**config.mk**
```make
export PLATFORM = sky130hd
export DESIGN_NAME = phase_timer
export DESIGN_NICKNAME = d
export VERILOG_FILES = /design/src/rtl/phase_timer.sv
export SDC_FILE = /design/constraint.sdc
export NUM_CORES = 1
export LEC_CHECK = 0
export CAP_MARGIN = 10
export CORE_UTILIZATION = 40
export CTS_CLUSTER_SIZE = 16
export DETAILED_ROUTE_END_ITERATION = 7
export SKIP_CTS_REPAIR_TIMING = 1
export SLEW_MARGIN = 0
export SYNTH_ARGS = -nofsm -noshare
export SYNTH_HDL_FRONTEND = slang
export SYNTH_SLANG_ARGS = --single-unit
```
**constraint.sdc**
```tcl
create_clock -name clk -period 4 [get_ports clk]
set_input_delay 1.2 -clock clk [delete_from_list [all_inputs] [get_ports clk]]
set_output_delay 1.2 -clock clk [all_outputs]
set_load 0.02 [all_outputs]
```
**src/rtl/phase_timer.sv**
```systemverilog
// phase_timer: per-phase countdown for the traffic-light controller. It loads the phase duration
// on a phase change, counts down on a 1 s tick and pulses g/y/r_end on expiry. The PHASE_TIMER_HOLD_EN macro enables the hold input.
module phase_timer #(
    parameter int TICK_DIV = 50_000_000,
    parameter int CNT_W    = 7,
    parameter int G_TIME   = 30,
    parameter int Y_TIME   = 3,
    parameter int R_TIME   = 2
) (
    input  logic             clk,
    input  logic             rst_n,
    input  logic             fsm_g,
    input  logic             fsm_y,
    input  logic             fsm_r,
    input  logic             hold,
    output logic             g_end,
    output logic             y_end,
    output logic             r_end,
    output logic             tick,
    output logic [CNT_W-1:0] remain,
    output logic [3:0]       remain_tens,
    output logic [3:0]       remain_ones
);

    // state     | meaning
    // S_IDLE    | phase vector not one-hot, nothing to time
    // S_COUNT   | counting the current phase down
    // S_EXPIRED | remain reached 0, waiting for the FSM to change phase
    typedef enum logic [1:0] {S_IDLE, S_COUNT, S_EXPIRED} state_t;

    localparam int DIV_W = $clog2(TICK_DIV);
    localparam logic [DIV_W-1:0] DIV_LAST = DIV_W'(TICK_DIV - 1);
    localparam logic [CNT_W-1:0] G_D = CNT_W'((G_TIME == 0) ? 1 : G_TIME);
    localparam logic [CNT_W-1:0] Y_D = CNT_W'((Y_TIME == 0) ? 1 : Y_TIME);
    localparam logic [CNT_W-1:0] R_D = CNT_W'((R_TIME == 0) ? 1 : R_TIME);

    state_t           state_q;
    logic [2:0]       phase_q;
    logic [CNT_W-1:0] remain_q;
    logic [DIV_W-1:0] div_q;
    logic             g_end_q;
    logic             y_end_q;
    logic             r_end_q;

    logic [2:0]       phase_vec;
    logic             phase_chg;
    logic             vec_onehot;
    logic             hold_eff;
    logic             tick_w;
    logic [31:0]      rem_ext;

`ifdef PHASE_TIMER_HOLD_EN
    assign hold_eff = hold;
`else
    logic unused_hold;
    assign unused_hold = hold;
    assign hold_eff    = 1'b0;
`endif

    assign phase_vec  = {fsm_g, fsm_y, fsm_r};
    assign phase_chg  = (phase_vec != phase_q);
    assign vec_onehot = $onehot(phase_vec);
    assign tick_w     = (state_q == S_COUNT) && (div_q == DIV_LAST) && !hold_eff;

    function automatic logic [CNT_W-1:0] duration(input logic [2:0] v);
        case (v)
            3'b100:  return G_D;
            3'b010:  return Y_D;
            default: return R_D;
        endcase
    endfunction

    // A phase change outranks a coincident tick: the new phase reloads and no end is raised.
    always_ff @(posedge clk or negedge rst_n) begin
        if (!rst_n) begin
            state_q  <= S_IDLE;
            phase_q  <= 3'b000;
            remain_q <= '0;
            div_q    <= '0;
            g_end_q  <= 1'b0;
            y_end_q  <= 1'b0;
            r_end_q  <= 1'b0;
        end else begin
            phase_q <= phase_vec;
            g_end_q <= 1'b0;
            y_end_q <= 1'b0;
            r_end_q <= 1'b0;
            if (phase_chg) begin
                div_q <= '0;
                if (vec_onehot) begin
                    remain_q <= duration(phase_vec);
                    state_q  <= S_COUNT;
                end else begin
                    remain_q <= '0;
                    state_q  <= S_IDLE;
                end
            end else if (state_q == S_COUNT && !hold_eff) begin
                if (div_q == DIV_LAST) begin
                    div_q <= '0;
                    if (remain_q > CNT_W'(1)) begin
                        remain_q <= remain_q - CNT_W'(1);
                    end else begin
                        remain_q <= '0;
                        g_end_q  <= phase_q[2];
                        y_end_q  <= phase_q[1];
                        r_end_q  <= phase_q[0];
                        state_q  <= S_EXPIRED;
                    end
                end else begin
                    div_q <= div_q + DIV_W'(1);
                end
            end
        end
    end

    assign rem_ext = 32'(remain_q);

    always_comb begin
        remain_tens = 4'd9;
        remain_ones = 4'd9;
        if (rem_ext <= 32'd99) begin
            remain_tens = 4'(rem_ext / 32'd10);
            remain_ones = 4'(rem_ext % 32'd10);
        end
    end

    assign g_end  = g_end_q;
    assign y_end  = y_end_q;
    assign r_end  = r_end_q;
    assign tick   = tick_w;
    assign remain = remain_q;

endmodule

```
# Yosys cells after proc, flatten, opt, wreduce, memory -nomap -nowiden
# Index checks and enable logic that the tools add are counted.
dict set report word_totals {
  ff_bits 41
  out_inout_bits 19
}
dict set report classes {
  addsub 4
  div_mod_pow 2
  n_lt_le_gt_ge 2
  eq_ne 7
  mux 28
  reduce_logical 5
}
# cell n
set op_table {}
lappend op_table {{two-way mux 26 bit} 3}
lappend op_table {{two-way mux 7 bit} 5}
lappend op_table {{divider 7 x 4 -> 32 bit (second input constant)} 1}
lappend op_table {{modulo 7 x 4 -> 32 bit (second input constant)} 1}
lappend op_table {{adder 26 x 1 -> 26 bit (second input constant)} 1}
lappend op_table {{== test 26 bit (second input constant)} 1}
lappend op_table {{two-way mux 1 bit} 13}
lappend op_table {{one-hot mux 5 bit (2 select lines)} 1}
lappend op_table {{two-way mux 2 bit} 4}
lappend op_table {{two-way mux 4 bit} 2}
lappend op_table {{greater-than comparator 7 x 1 -> 1 bit (second input constant)} 1}
lappend op_table {{<= comparator 7 bit (second input constant)} 1}
lappend op_table {{subtractor 7 x 1 -> 7 bit (second input constant)} 1}
lappend op_table {{== test 2 x 1 -> 1 bit (second input constant)} 2}
lappend op_table {{nonzero test 2 bit} 2}
lappend op_table {{== test 3 x 2 -> 1 bit (second input constant)} 1}
lappend op_table {{== test 3 bit (second input constant)} 1}
lappend op_table {{!= test 3 bit} 1}
lappend op_table {{AND reduction 3 bit} 1}
lappend op_table {{adder 1 x 1 -> 2 bit} 1}
lappend op_table {{adder 2 x 1 -> 2 bit} 1}
lappend op_table {{!= test 2 bit (second input constant)} 1}
lappend op_table {{AND reduction 2 bit} 1}
lappend op_table {{logical AND 1 bit} 1}

# Longest topological paths before layout
dict set report depth {
  word_depth 5
  mapped_depth 9
}

# Worst setup path before layout
# Ideal clock, no wire load.
dict set report synth_timing {
  path_type {register to output}
  from {register remain_q[6], in the netlist remain[6]}
  to {output remain_ones[1]}
  arrival_time_ns 2.798
  t_required_ns 2.800
  path_slack_ns 0.002
  stages_incl_launch_ff 10
  path_buffers 1
  cell_sequence {dfrtp_1 > clkbuf_1 > inv_1 > ha_1 > nor2b_1 > a211oi_1 > a311oi_1 > and2_1 > a21oi_1 > a311oi_1}
}
dict set report synth_via {
  elab_chain_cells 2
}
# item line
set synth_lines {}
lappend synth_lines {{start, declared} 39} ;# logic [CNT_W-1:0] remain_q;
lappend synth_lines {{start signal, assigned} 91} ;# remain_q <= duration(phase_vec);
lappend synth_lines {{start signal, assigned} 101} ;# remain_q <= remain_q - CNT_W'(1);
lappend synth_lines {{modulo 7 x 4 -> 32 bit or <= comparator 7 bit (tied branches)} {123, 121}}
lappend synth_lines {{two-way mux 4 bit (*)} 121} ;# if (rem_ext <= 32'd99) begin
lappend synth_lines {{end, declared} 22} ;# output logic [3:0] remain_ones
# Every way passes the cells marked *; elsewhere a longest branch is shown, timed or not.

# Final worst setup path
dict set report layout_timing {
  from {register remain_q[4], in the netlist remain[4]}
  to {output remain_ones[2]}
}
# Same word-level chain as after synthesis.

==> run metrics <==
status=completed; Post-Synth XOR/XNOR Area=0.0655; grt total ovfl=0; Die Ht=83.8 microns; final slew viol count=0; Remaining DRCs=0; clk root buf=clkbuf_8; Tightest Pin Transition=0.911 ns; row count=29; max_cap viols=0; Worst-Skew Late Latency=0.30 ns; die area=7020 sq um; H-tree depth=2; post-DR vias/cell=5.71; CTS sink cnt=41; Place WS=-0.133 ns; Vias=2474; Reg2Reg Depth=7; Final Hold Fails=0; CTS tree=built; met1 Use GR=0.295; CTS max path bufs=2; largest net degree at the start of global routing=42; Mapped Avg Cell Area=8.52 sq um; vias in the first global route=2227; post-synthesis sequential area ratio=0.384; main combinational cell family by area after synthesis=simple AND/OR/NAND/NOR gates; met2 usage=0.271; PortBufs=23; Critical Path End Type=primary output; WS Path Type=register to primary output; clk slew on worst S/H paths=0.08 ns; Power Dens Cells=347 nW/um^2; WHS Path Cells=2; Fmax=0.260 GHz; RSZ-0062 raised after global routing=false; Max stage delay on crit path=0.38 ns; first-pass GRT wire length=10.9 mm; Final Skew=0.00883 ns; initial cell density of the core=0.419; Yosys reg bits=41; startpoint class of the critical path=register; setup slack, reg-to-reg=1.06 ns; min-delay worst type=register to register; CP arrival=2.65 ns; DR WL/cell=14.5 microns; share of flip-flops with an asynchronous set or reset=1.00; mapped cell area=2680 sq um; maximum vdd drop=0.239 mV; crit path max fanout=5; GR peak layer=met1; GP Congestion=0.848; fin nets=370; P_leak=1.33 nW; Post-synth EDFFs=0; met3 track demand over resource=0.0297; antenna cell count=0; Num CTS Buffers=5; Final min period=3.85 ns; Cell Chain, Critical Path=or2_4 -> buf_4 -> ha_4 -> and3b_2 -> a221oi_2 -> o221ai_2 -> nor2_2 -> o21ai_0 -> a31oi_1 -> dlymetal6s2s_1; CP max stage cell=dfrtp_1; gr usage total=0.189; antenna violations before repair=0; Synth Area in Simple Gates=0.273; Setup violations, final=0; Synth cell types=54; final worst slack=0.148 ns; share of layout cells above drive strength 1=0.152; Syn. warnings=0; fin crit share=0.963; Post-Syn Nets=329; Synth Flop Type=dfrtp_1; post-detailed-routing wire length=6.30 mm; core area=6390 sq um; HPWL Detailed=4.44 mm; first-pass iteration count of the detailed router=4; mux cell area share after synthesis=0.00421; initial DRC count=172; P&R area growth vs syn=22.4%; Die X=83.8 microns; Slew headroom=0.393; Worst Path Required=2.80 ns; Post-DRT Antenna Nets=0; Final Hold Slack=0.536 ns; Post-Syn Instances=314; IO Pins=25; Adder-Cell Fraction of Synth Area=0.0449; Compound-Gate Fraction of Synth Area=0.188
-- logic make-up after synthesis --
logic type,count (synthesis)
AOI/OAI and AO/OA,80
DFF,41
muxes,1
buffers and inverters,24
xor gates and xnor gates,20
and+or+nand+nor,139
adders and majority gates,9
-- final timing paths --
kind / start / to
max: remain[4]$_DFFE_PN0P_ / remain_ones[2]
min: state_q[1]$_DFFE_PN0P_ / state_q[1]$_DFFE_PN0P_
max reg2reg: div_q[10]$_DFFE_PN0P_ / remain[3]$_DFFE_PN0P_
min reg2reg: state_q[1]$_DFFE_PN0P_ / state_q[1]$_DFFE_PN0P_
max in group asynchronous: rst_n / div_q[22]$_DFFE_PN0P_
min in group asynchronous: rst_n / div_q[4]$_DFFE_PN0P_
-- metal layers --
metal,share of wire,up-vias
met3,0.043,7
met5,0,-
met2,0.43,58
met4,0.0073,0
li1,-,1217
met1,0.52,1192
-- cell type report --
| class | instances | area (sq um) |
|---|---|---|
| repair buffers | 47 | 417 |
| inverters | 11 | 41.3 |
| well taps | 77 | 96.3 |
| multi-input cells | 249 | 1600 |
| flip-flops and latches | 41 | 1030 |
| clock buffers | 6 | 82.6 |
| clock inverters | 2 | 13.8 |
| fillers | 620 | 3110 |
-- cell usage in the layout (no fill, tap or decap), types with 5 or more instances in the layout --
| cell | count |
|---|---|
| dfrtp_1 | 41 |
| nor2_1 | 39 |
| nand2_1 | 23 |
| buf_4 | 23 |
| a21oi_1 | 21 |
| o21ai_0 | 21 |
| nand3_1 | 17 |
| clkdlybuf4s50_1 | 16 |
| inv_1 | 11 |
| xor2_1 | 11 |
| xnor2_1 | 9 |
| a31oi_1 | 7 |
| or3_1 | 6 |
| ha_1 | 6 |
| clkbuf_8 | 6 |
| nand2b_1 | 5 |
| o21ai_1 | 5 |
| nor4_1 | 5 |
| and3_1 | 5 |
| nand4_1 | 5 |
-- cells in the mapped netlist (4+ instances only) --
library cell / instances / area (sq um)
clkbuf_1: 10 / 37.5
xor2_1: 11 / 96.3
a21oi_1: 22 / 110
a31oi_1: 7 / 43.8
and3_1: 5 / 31.3
nor2_1: 40 / 150
nor2b_1: 4 / 25.0
dfrtp_1: 41 / 1030
inv_1: 11 / 41.3
nand2b_1: 5 / 31.3
nand3_1: 17 / 85.1
o21ai_0: 24 / 120
nand4_1: 5 / 31.3
ha_1: 8 / 100
nand2_1: 23 / 86.3
or3_1: 6 / 37.5
and4_1: 4 / 35.0
nor4_1: 5 / 31.3
nor3_1: 4 / 20.0
xnor2_1: 9 / 78.8
-- sequential cells by signal (all words and copies together), names as in the netlist --
name and count:
div_q 26, g_end 1, state_q 2, r_end 1, y_end 1, phase_q 3
remain 7
-- critical path: cells and delay by family (launching register included) --
| kind | cells | cell delay (ns) |
|---|---|---|
| buffers and inverters | 2 | 0.38 |
| AND/OR/NAND/NOR | 3 | 0.65 |
| AO/OA/AOI/OAI | 4 | 0.78 |
| flip-flops | 1 | 0.38 |
| adder cells (fa/ha/maj) | 1 | 0.16 |
-- stage by stage --
| stage | utilization | area [sq um] | instances | power [W] | setup TNS (ns) |
|---|---|---|---|---|---|
| global placement | 0.489 | 3120 | 425 | 0.000839 | -0.247 |
| detailed placement | 0.489 | 3120 | 425 | 0.000841 | -0.322 |
| finish | 0.513 | 3270 | 433 | 0.00114 | 0 |
| global route | 0.513 | 3270 | 433 | 0.00121 | 0 |
| CTS | 0.504 | 3220 | 433 | 0.00113 | -1.75 |
| floorplan | - | 2680 | 314 | 0.000676 | 0 |
-- power breakdown --
| group | total, W | switching [W] | internal [W] |
|---|---|---|---|
| Combinational | 0.000399 | 0.000227 | 0.000172 |
| Clock | 0.000288 | 0.000148 | 0.000140 |
| Sequential | 0.000449 | 0.0000223 | 0.000427 |
| Total | 0.00114 | 0.000397 | 0.000739 |
Power figures use the tool's default switching activity.
